==> src/rtl/ko_detector.sv <==
// Blast-zone KO detector: one independent ALIVE/KO/RESPAWN[/INVULN] FSM per fighter.
// Build option: define KO_INVULN_EN to add the post-respawn INVULN state and invuln_N outputs.

module ko_player #(
    parameter int BZ_LEFT        = 16,
    parameter int BZ_RIGHT       = 623,
    parameter int BZ_BOTTOM      = 479,
    parameter int OUT_FRAMES     = 2,
    parameter int RESPAWN_FRAMES = 90,
    parameter int INVULN_FRAMES  = 120
) (
    input  logic       clk,
    input  logic       reset,
    input  logic       frame_tick,
    input  logic       game_active,
    input  logic [9:0] x,
    input  logic [9:0] y,
    output logic       death,
    output logic       respawn,
    output logic       invuln
);
    localparam logic [1:0] S_ALIVE   = 2'd0;
    localparam logic [1:0] S_KO      = 2'd1;
    localparam logic [1:0] S_RESPAWN = 2'd2;
    localparam logic [1:0] S_INVULN  = 2'd3;

    // One frame counter serves both hold states, so size it for the longer one.
    localparam int FMAX = (RESPAWN_FRAMES > INVULN_FRAMES) ? RESPAWN_FRAMES : INVULN_FRAMES;
    localparam int FCW  = $clog2(FMAX + 1);

    localparam logic [9:0]     BZ_L     = 10'(BZ_LEFT);
    localparam logic [9:0]     BZ_R     = 10'(BZ_RIGHT);
    localparam logic [9:0]     BZ_B     = 10'(BZ_BOTTOM);
    localparam logic [3:0]     OUT_LAST = 4'(OUT_FRAMES - 1);
    localparam logic [FCW-1:0] RSP_LAST = FCW'(RESPAWN_FRAMES - 1);
`ifdef KO_INVULN_EN
    localparam logic [FCW-1:0] INV_LAST = FCW'(INVULN_FRAMES - 1);
`endif

    logic [1:0]     state, state_n;
    logic [3:0]     out_cnt, out_cnt_n;
    logic [FCW-1:0] frame_cnt, frame_cnt_n;
    logic           oob;

    // Underflowed (wrapped) coordinates land above BZ_RIGHT/BZ_BOTTOM and count as out.
    assign oob = (x < BZ_L) | (x > BZ_R) | (y > BZ_B);

    always_comb begin
        state_n     = state;
        out_cnt_n   = out_cnt;
        frame_cnt_n = frame_cnt;
        if (!game_active) begin
            state_n     = S_ALIVE;
            out_cnt_n   = '0;
            frame_cnt_n = '0;
        end else begin
            case (state)
                S_ALIVE: begin
                    if (frame_tick) begin
                        if (!oob) begin
                            out_cnt_n = '0;
                        end else begin
                            out_cnt_n = (out_cnt == 4'hF) ? out_cnt : out_cnt + 4'd1;
                            if (out_cnt >= OUT_LAST) state_n = S_KO;
                        end
                    end
                end
                // Single-clk state; a frame_tick landing here is deliberately dropped.
                S_KO: begin
                    state_n     = S_RESPAWN;
                    frame_cnt_n = '0;
                end
                S_RESPAWN: begin
                    if (frame_tick) begin
                        if (frame_cnt == RSP_LAST) begin
                            frame_cnt_n = '0;
                            out_cnt_n   = '0;
`ifdef KO_INVULN_EN
                            state_n     = S_INVULN;
`else
                            state_n     = S_ALIVE;
`endif
                        end else begin
                            frame_cnt_n = frame_cnt + 1'b1;
                        end
                    end
                end
`ifdef KO_INVULN_EN
                S_INVULN: begin
                    if (frame_tick) begin
                        if (frame_cnt == INV_LAST) begin
                            frame_cnt_n = '0;
                            out_cnt_n   = '0;
                            state_n     = S_ALIVE;
                        end else begin
                            frame_cnt_n = frame_cnt + 1'b1;
                        end
                    end
                end
`endif
                default: begin
                    state_n     = S_ALIVE;
                    out_cnt_n   = '0;
                    frame_cnt_n = '0;
                end
            endcase
        end
    end

    always_ff @(posedge clk or posedge reset) begin
        if (reset) begin
            state     <= S_ALIVE;
            out_cnt   <= '0;
            frame_cnt <= '0;
            death     <= 1'b0;
            respawn   <= 1'b0;
        end else begin
            state     <= state_n;
            out_cnt   <= out_cnt_n;
            frame_cnt <= frame_cnt_n;
            death     <= (state_n == S_KO);
            respawn   <= (state_n == S_RESPAWN);
        end
    end

`ifdef KO_INVULN_EN
    always_ff @(posedge clk or posedge reset) begin
        if (reset) invuln <= 1'b0;
        else       invuln <= (state_n == S_INVULN);
    end
`else
    assign invuln = 1'b0;
`endif

endmodule

module ko_detector #(
    parameter int BZ_LEFT        = 16,
    parameter int BZ_RIGHT       = 623,
    parameter int BZ_BOTTOM      = 479,
    parameter int OUT_FRAMES     = 2,
    parameter int RESPAWN_FRAMES = 90,
    parameter int INVULN_FRAMES  = 120
) (
    input  logic       clk,
    input  logic       reset,
    input  logic       frame_tick,
    input  logic       game_active,
    input  logic [9:0] c1x,
    input  logic [9:0] c1y,
    input  logic [9:0] c2x,
    input  logic [9:0] c2y,
    output logic       death_1,
    output logic       death_2,
    output logic       respawn_1,
    output logic       respawn_2,
    output logic       invuln_1,
    output logic       invuln_2
);
    localparam int NUM_PLAYERS = 2;

    logic [NUM_PLAYERS-1:0][9:0] pos_x, pos_y;
    logic [NUM_PLAYERS-1:0]      death_v, respawn_v, invuln_v;

    assign pos_x = {c2x, c1x};
    assign pos_y = {c2y, c1y};

    // Players never interact, so simultaneous KOs pulse together in the same clk.
    for (genvar p = 0; p < NUM_PLAYERS; p++) begin : g_player
        ko_player #(
            .BZ_LEFT       (BZ_LEFT),
            .BZ_RIGHT      (BZ_RIGHT),
            .BZ_BOTTOM     (BZ_BOTTOM),
            .OUT_FRAMES    (OUT_FRAMES),
            .RESPAWN_FRAMES(RESPAWN_FRAMES),
            .INVULN_FRAMES (INVULN_FRAMES)
        ) u_player (
            .clk        (clk),
            .reset      (reset),
            .frame_tick (frame_tick),
            .game_active(game_active),
            .x          (pos_x[p]),
            .y          (pos_y[p]),
            .death      (death_v[p]),
            .respawn    (respawn_v[p]),
            .invuln     (invuln_v[p])
        );
    end

    assign death_1   = death_v[0];
    assign death_2   = death_v[1];
    assign respawn_1 = respawn_v[0];
    assign respawn_2 = respawn_v[1];
    assign invuln_1  = invuln_v[0];
    assign invuln_2  = invuln_v[1];

endmodule

==> config.mk <==
export PLATFORM = sky130hd
export DESIGN_NAME = ko_detector
export DESIGN_NICKNAME = d
export VERILOG_FILES = /design/src/rtl/ko_detector.sv
export SDC_FILE = /design/constraint.sdc
export NUM_CORES = 1
export LEC_CHECK = 0
export BUFFER_PORTS_ARGS = -buffer_cell sky130_fd_sc_hd__buf_2
export CORE_MARGIN = 2
export CORE_UTILIZATION = 55
export DETAILED_ROUTE_END_ITERATION = 8
export GPL_ROUTABILITY_DRIVEN = 0
export GPL_TIMING_DRIVEN = 0
export PLACE_DENSITY = 0.81
export REMOVE_ABC_BUFFERS = 1
export SLEW_MARGIN = 15
export SYNTH_ARGS = -nofsm -noshare
export SYNTH_HDL_FRONTEND = slang
export SYNTH_SLANG_ARGS = --single-unit
==> constraint.sdc <==
create_clock -name clk -period 4.75 [get_ports clk]
set_clock_uncertainty 0.2 [all_clocks]
set_input_delay 0.475 -clock clk [delete_from_list [all_inputs] [get_ports clk]]
set_output_delay 0.475 -clock clk [all_outputs]
set_load 0.005 [all_outputs]
==> Yosys cells after proc, flatten, opt, wreduce, memory -nomap -nowiden <==
Index checks and enable logic that the tools add are counted.
{ "totals": {"ff_bits": 30, "latchBits": 0, "ram_bits": 0, "romBits": 0, "input_bits": 44, "out_inout_bits": 6, "memories": 0} }
{ "classes": {"n_addsub": 4, "n_mul": 0, "div_mod_pow": 0, "n_lt_le_gt_ge": 8, "eq_ne": 24, "n_shift": 0, "muxes": 36, "n_bitwise": 4, "n_reduce_logical": 6} }
{ "op_table": {"columns": ["cell", "count"], "rows": [
  ["4-bit 2-to-1 mux", 12],
  ["7-bit 2-to-1 mux", 6],
  ["7-bit case mux with 2 select lines", 2],
  ["2-bit 2-to-1 mux", 12],
  ["4-bit case mux with 3 select lines", 2],
  ["10-bit > comparator (second input constant)", 2],
  ["10-bit by 9-bit > comparator with 1-bit output (second input constant)", 2],
  ["10-bit by 5-bit less-than comparator with 1-bit output (second input constant)", 2],
  ["7-bit by 1-bit adder with 7-bit output (second input constant)", 2],
  ["7-bit equality test (second input constant)", 2],
  ["3-bit != test (second input constant)", 4],
  ["2-bit case mux with 3 select lines", 2],
  ["5-bit AND reduction", 2],
  ["4-bit by 1-bit adder with 4-bit output (second input constant)", 2],
  ["2-bit by 1-bit equality test with 1-bit output (second input constant)", 4],
  ["2-bit equality test (second input constant)", 4],
  ["4-bit equality test (second input constant)", 2],
  ["4-bit by 1-bit greater-or-equal comparator with 1-bit output (second input constant)", 2],
  ["2-bit != test (second input constant)", 4],
  ["4-bit != test (second input constant)", 2],
  ["3-bit by 2-bit != test with 1-bit output (second input constant)", 2],
  ["2-bit zero test", 2],
  ["1-bit OR", 4],
  ["2-bit AND reduction", 2]
]} }

==> Depth between registers and ports, before layout <==
{ "logic_depth": {"ltp_word": 8, "depth_mapped": 7} }

==> Modules after synthesis <==
From an unflattened synthesis, not the netlist that was laid out.
{ "unflattened": {"hier_cells": 181, "hier_area_um2": 1745.4} }
{ "by_module_without_submodules": {"columns": ["module", "instances", "cells_per_inst", "area_per_inst_um2"], "rows": [
  ["ko_player (g_player[1].u_player)", 1, 90, 874.6],
  ["ko_player (g_player[0].u_player)", 1, 91, 870.8]
]} }

==> Least setup slack after synthesis <==
Ideal clock, no wire load.
{ "synth_path": {"path_type": "register to register", "from": "register g_player[0].u_player.frame_cnt[0]", "to": "register g_player[0].u_player.out_cnt[1]", "setup_time_ns": 0.122, "arrival_time_ns": 1.519, "t_required_ns": 4.428, "path_slack_ns": 2.909, "stages_incl_launch_ff": 7, "path_buffers": 0, "synth_period_minus_slack_ns": 1.841, "path_cell_list": "dfrtp_1 > ha_1 > and4bb_1 > a21oi_1 > o31ai_4 > nor2b_1 > a32o_1"} }
{ "synth_between": {"elab_chain_len": 3} }
{ "synth_rtl": {"columns": ["element", "line_no", "rtl"], "rows": [
  ["start, declared", "42", "logic [FCW-1:0] frame_cnt, frame_cnt_n;"],
  ["start signal, assigned", "120", "frame_cnt <= frame_cnt_n;"],
  ["7-bit equality test", "75", "if (frame_cnt == RSP_LAST) begin"],
  ["3-bit by 2-bit != test with 1-bit output (no line)", null, null],
  ["5-bit AND reduction (no line)", null, null],
  ["end signal, assigned", "119", "out_cnt <= out_cnt_n;"],
  ["end, declared", "41", "logic [3:0] out_cnt, out_cnt_n;"]
]} }
Every way passes these cells.
A chain may end at the register's enable or synchronous reset.

==> Worst setup path in the final report <==
{ "layout_path": {"from": "register g_player[1].u_player.frame_cnt[1]", "to": "register g_player[1].u_player.out_cnt[0]"} }
{ "layout_between": {"elab_chain_len": 3} }
{ "layout_rtl": {"columns": ["element", "line_no"], "rows": [
  ["start, declared", "42"],
  ["start signal, assigned", "120"],
  ["7-bit equality test", "75"],
  ["3-bit by 2-bit != test with 1-bit output (no line)", null],
  ["5-bit AND reduction (no line)", null],
  ["end signal, assigned", "119"],
  ["end, declared", "41"]
]} }
Every way passes these cells.

==> flow_results.org <==
** Routing
- The count of nets left with antenna violations once routing finished came out at 0.
- After the first detailed-routing iteration, the DRC count stood at 62.
- Number of search-and-repair iterations in the first detailed-routing pass :: 4
- Via count :: 1,466
- Total wire length after detailed routing :: about 3500 um
- Vias per std cell :: 5.682
- In the routed design, unresolved DRC markers number 0.
- Dividing the detail-routed wire length by the instance count gives around 14 um.

** Clock network
- Post-cts repair resize count :: 0
- The clock tree synthesis step divided the H-tree into 2 levels.
- Clock tree from TritonCTS :: yes
- The later pin in the worst-skew pair is clocked with a latency of about 330 ps.
- Buffers inserted to repair hold after CTS numbered 0.
- Post-CTS Setup Repair Bufs :: 0
- Clock Tree Root :: sky130_fd_sc_hd__clkbuf_4
- Inserted Clock Buffers :: 5
- CTS Buffer Depth :: 2
- Counting every sink on the clock net gives 30.
- After clock tree synthesis, the clock-pin slew on the worst setup and hold paths is around 100 ps.

** Pwr
- Pwr per Cell Area :: ~300 nW/um2
- Final total power :: 0.5952 mW
- The analysis attributes to cell leakage a power of 0.9494 nW.
- Largest vdd supply drop :: about 0.00018 V

** STA
- For the pin with the worst max-slew slack, the measured transition is ~630 ps.
- In this run the tightest slew margin relative to its limit is 0.5822.
- Unrepaired setup endpoints after global routing :: no
- Count of endpoints failing hold in the final timing report :: 0
- Maximum clock frequency :: between 0.4 and 0.5 GHz
- Accumulated negative setup slack :: 0 ps
- The smallest clock period supported by the final layout is computed as roughly 2000 ps.
- Final critical-path share of the clock period :: 0.4303
- Final-report max-slew violation count :: 0
- Setup violations remaining at the end of the flow were counted as 0.

** Critical path
- For the worst flop-to-flop path, the logic depth is 7.
- Start of the worst register-to-register path :: g_player[1].u_player.frame_cnt[1]
- STA classifies the critical path startpoint as a flop.
- The worst setup path is of the reg2reg kind.
- The worst setup path is captured at a flop.
- Critical Path RT :: 4780 ps
- Cells traversed along the worst timing path :: inv_1 > ha_1 > and4bb_1 > a21oi_1 > o31ai_4 > o21ai_1 > a22o_1
- Endpoint of the lowest-slack register-to-register path :: g_player[1].u_player.out_cnt[0]
- Max incr delay on CP :: between 400 and 500 ps
- Flop-to-flop setup slack :: approximately 2700 ps
- Critical-path cell with the highest stage delay :: sky130_fd_sc_hd__dfrtp_1
- For the worst setup path, the data arrival time is between 2000 and 2500 ps.
- Along the worst path, the maximum fanout reaches 6.

** Flow run
- The tool flagged a number of max-cap violations equal to 0.

** Global route
- The first global-routing pass estimated 5954 um of wire.
- The initial antenna violation count came to 0.
- Largest net degree at the start of global routing :: 31
- The number of global-route vias before repair is ~1,400.
- Overall global routing resource usage :: 0.2244
- Total global routing overflow :: 0

** Synth
- Synthesis produced a netlist whose cell count is 180.
- The share of synthesized area in the top cell type comes to 0.4304.
- Sorting the synthesized cells by how often they occur yields sky130_fd_sc_hd__dfrtp_1, sky130_fd_sc_hd__nor2_1, sky130_fd_sc_hd__a21oi_1.
- Post-synthesis sequential area ratio :: 0.4304
- Yosys mapped the design onto 37 distinct sky130hd cell types.
- Flop and latch count out of synthesis :: 30
- The biggest area contributor in the post-synthesis netlist is sky130_fd_sc_hd__dfrtp_1.
- Netlist area before placement :: 1744 um2
- For this run, the number of Yosys warnings is 0.
- Post-synthesis async set-or-reset flop share :: 1.000
- Flip-flop cell with the highest count after synthesis :: sky130_fd_sc_hd__dfrtp_1
- Cells taking the most area after synthesis :: sky130_fd_sc_hd__dfrtp_1, sky130_fd_sc_hd__ha_1, sky130_fd_sc_hd__a21oi_1, sky130_fd_sc_hd__nor2_1, sky130_fd_sc_hd__xor2_1
- Among all cell types in the netlist, the one instantiated most often is sky130_fd_sc_hd__dfrtp_1.
- Average instance area after synthesis :: 9.690 um2
- Yosys mapped a number of flops with a built-in enable equal to 0.

** Floorplan
- Die width :: 60.32 um
- Die Outline Area :: between 3000 and 4000 um2
- In this run the count of I/O pins placed on the die edge is 50.
- In this run the standard cell core region covers 3028 um2.
- For this configuration, the core starts out at a cell density of 0.5760.
- Vertical extent of the die :: 60.32 um
- The floorplan has 20 rows.

** Final layout
- Area Growth Syn to Fin :: 14.20%
- NumNets Final :: around 270
- Fraction of final layout cells sized beyond drive strength 1 :: 0.2103
- Count of inserted antenna diode cells :: 0

** Worst hold path
- In this run the worst hold path is classified as in2async.

** Place
- Input and output buffers added on the ports amount to 29.
- Half-perimeter wire length of the detailed placement result :: between 2000 and 3000 um

** Run status
- The flow ran to the end, and the final reports show no timing, DRC or antenna violations.
-- cells by family after synthesis --
kind of cell             count (synthesis)  share of synthesized area
AO/OA/AOI/OAI                           50                     0.2109
XOR/XNOR                                 8                    0.04017
adder cells (fa/ha/maj)                 10                    0.07174
buffers and inverters                   17                    0.05595
flip-flops                              30                     0.4304
other                                    1                   0.002150
AND/OR/NAND/NOR                         64                     0.1887
-- critical path, delay by kind of cell (launching register included) --
| kind | cells | cell delay, ps |
|---|---|---|
| adder cells (fa/ha/maj) | 1 | 140 |
| buffers and inverters | 1 | 80 |
| AND/OR/NAND/NOR | 1 | 220 |
| AO/OA/AOI/OAI | 4 | 870 |
| flip-flops | 1 | 440 |
-- area by class of cell --
cell class	count	area, um2
Fill cell	244	1036
Multi-Input combinational cell	134	899.6
Sequential cell	30	750.7
Timing Repair Buffer	29	145.1
Clock buffer	8	78.83
Inverter	13	62.56
Tap cell	44	55.05
-- per-layer routing --
metal | wire length [um] | track usage | up-vias
li1 | - | - | 713
met1 | 1472 | 0.2647 | 708
met2 | 1841 | 0.3866 | 40
met3 | 165 | 0.07576 | 5
met4 | 36 | 0.06667 | 0
met5 | 0 | 0 | -
-- state kept, by name, indices dropped and copies added (netlist names) --
register and cells:
g_player.u_player.frame_cnt 14, g_player.u_player.death 2, g_player.u_player.state 4, g_player.u_player.respawn 2, g_player.u_player.out_cnt 8
-- cells in the final DEF, fill, tap and decap left out, drive strengths merged, types with 3 or more instances in the layout --
cell / netlist / routed
a21oi: 19 / 19
a31o: 3 / 3
a31oi: 4 / 4
a41o: 3 / 3
and2: 4 / 4
buf: 4 / 29
clkbuf: 0 / 8
dfrtp: 30 / 30
ha: 10 / 10
inv: 12 / 12
nand2: 6 / 6
nand3: 8 / 8
nand4: 6 / 6
nor2: 24 / 24
nor3: 6 / 6
o21a: 4 / 4
o21ai: 4 / 4
xor2: 8 / 8
-- power breakdown --
group          leakage, nW  total, mW  internal [mW]  switching [mW]
combinational        0.491      0.113         0.0510          0.0625
clock               0.0446      0.192          0.101          0.0906
sequential           0.414      0.290          0.272          0.0186
-- per-stage QoR --
step                hold slack [ps]  std cells  setup slack [ps]    util  instance area [um2]
floorplan                     296.6        177              2909       -                 1713
global placement              315.6        250              2755  0.6318                 1913
detailed placement            343.1        250              2679  0.6318                 1913
CTS                           247.6        258              2703  0.6579                 1992
global route                  38.57        258              2570  0.6579                 1992
finish                        3.356        258              2706  0.6579                 1992
-- worst max path at each step --
stage	from	to	slack, ps	cells after the start
2_1_floorplan	g_player[0].u_player.frame_cnt[0]	g_player[0].u_player.out_cnt[1]	2910	6
3_3_place_gp	c2x[9]	g_player[1].u_player.out_cnt[3]	2750	6
3_5_place_dp	c1x[9]	g_player[0].u_player.out_cnt[1]	2680	6
4_1_cts	g_player[1].u_player.frame_cnt[1]	g_player[1].u_player.out_cnt[0]	2700	7
5_1_grt	g_player[0].u_player.frame_cnt[1]	g_player[0].u_player.out_cnt[0]	2570	7
6_report	g_player[1].u_player.frame_cnt[1]	g_player[1].u_player.out_cnt[0]	2710	7
Note: power is estimated with default switching activity, not from simulation.
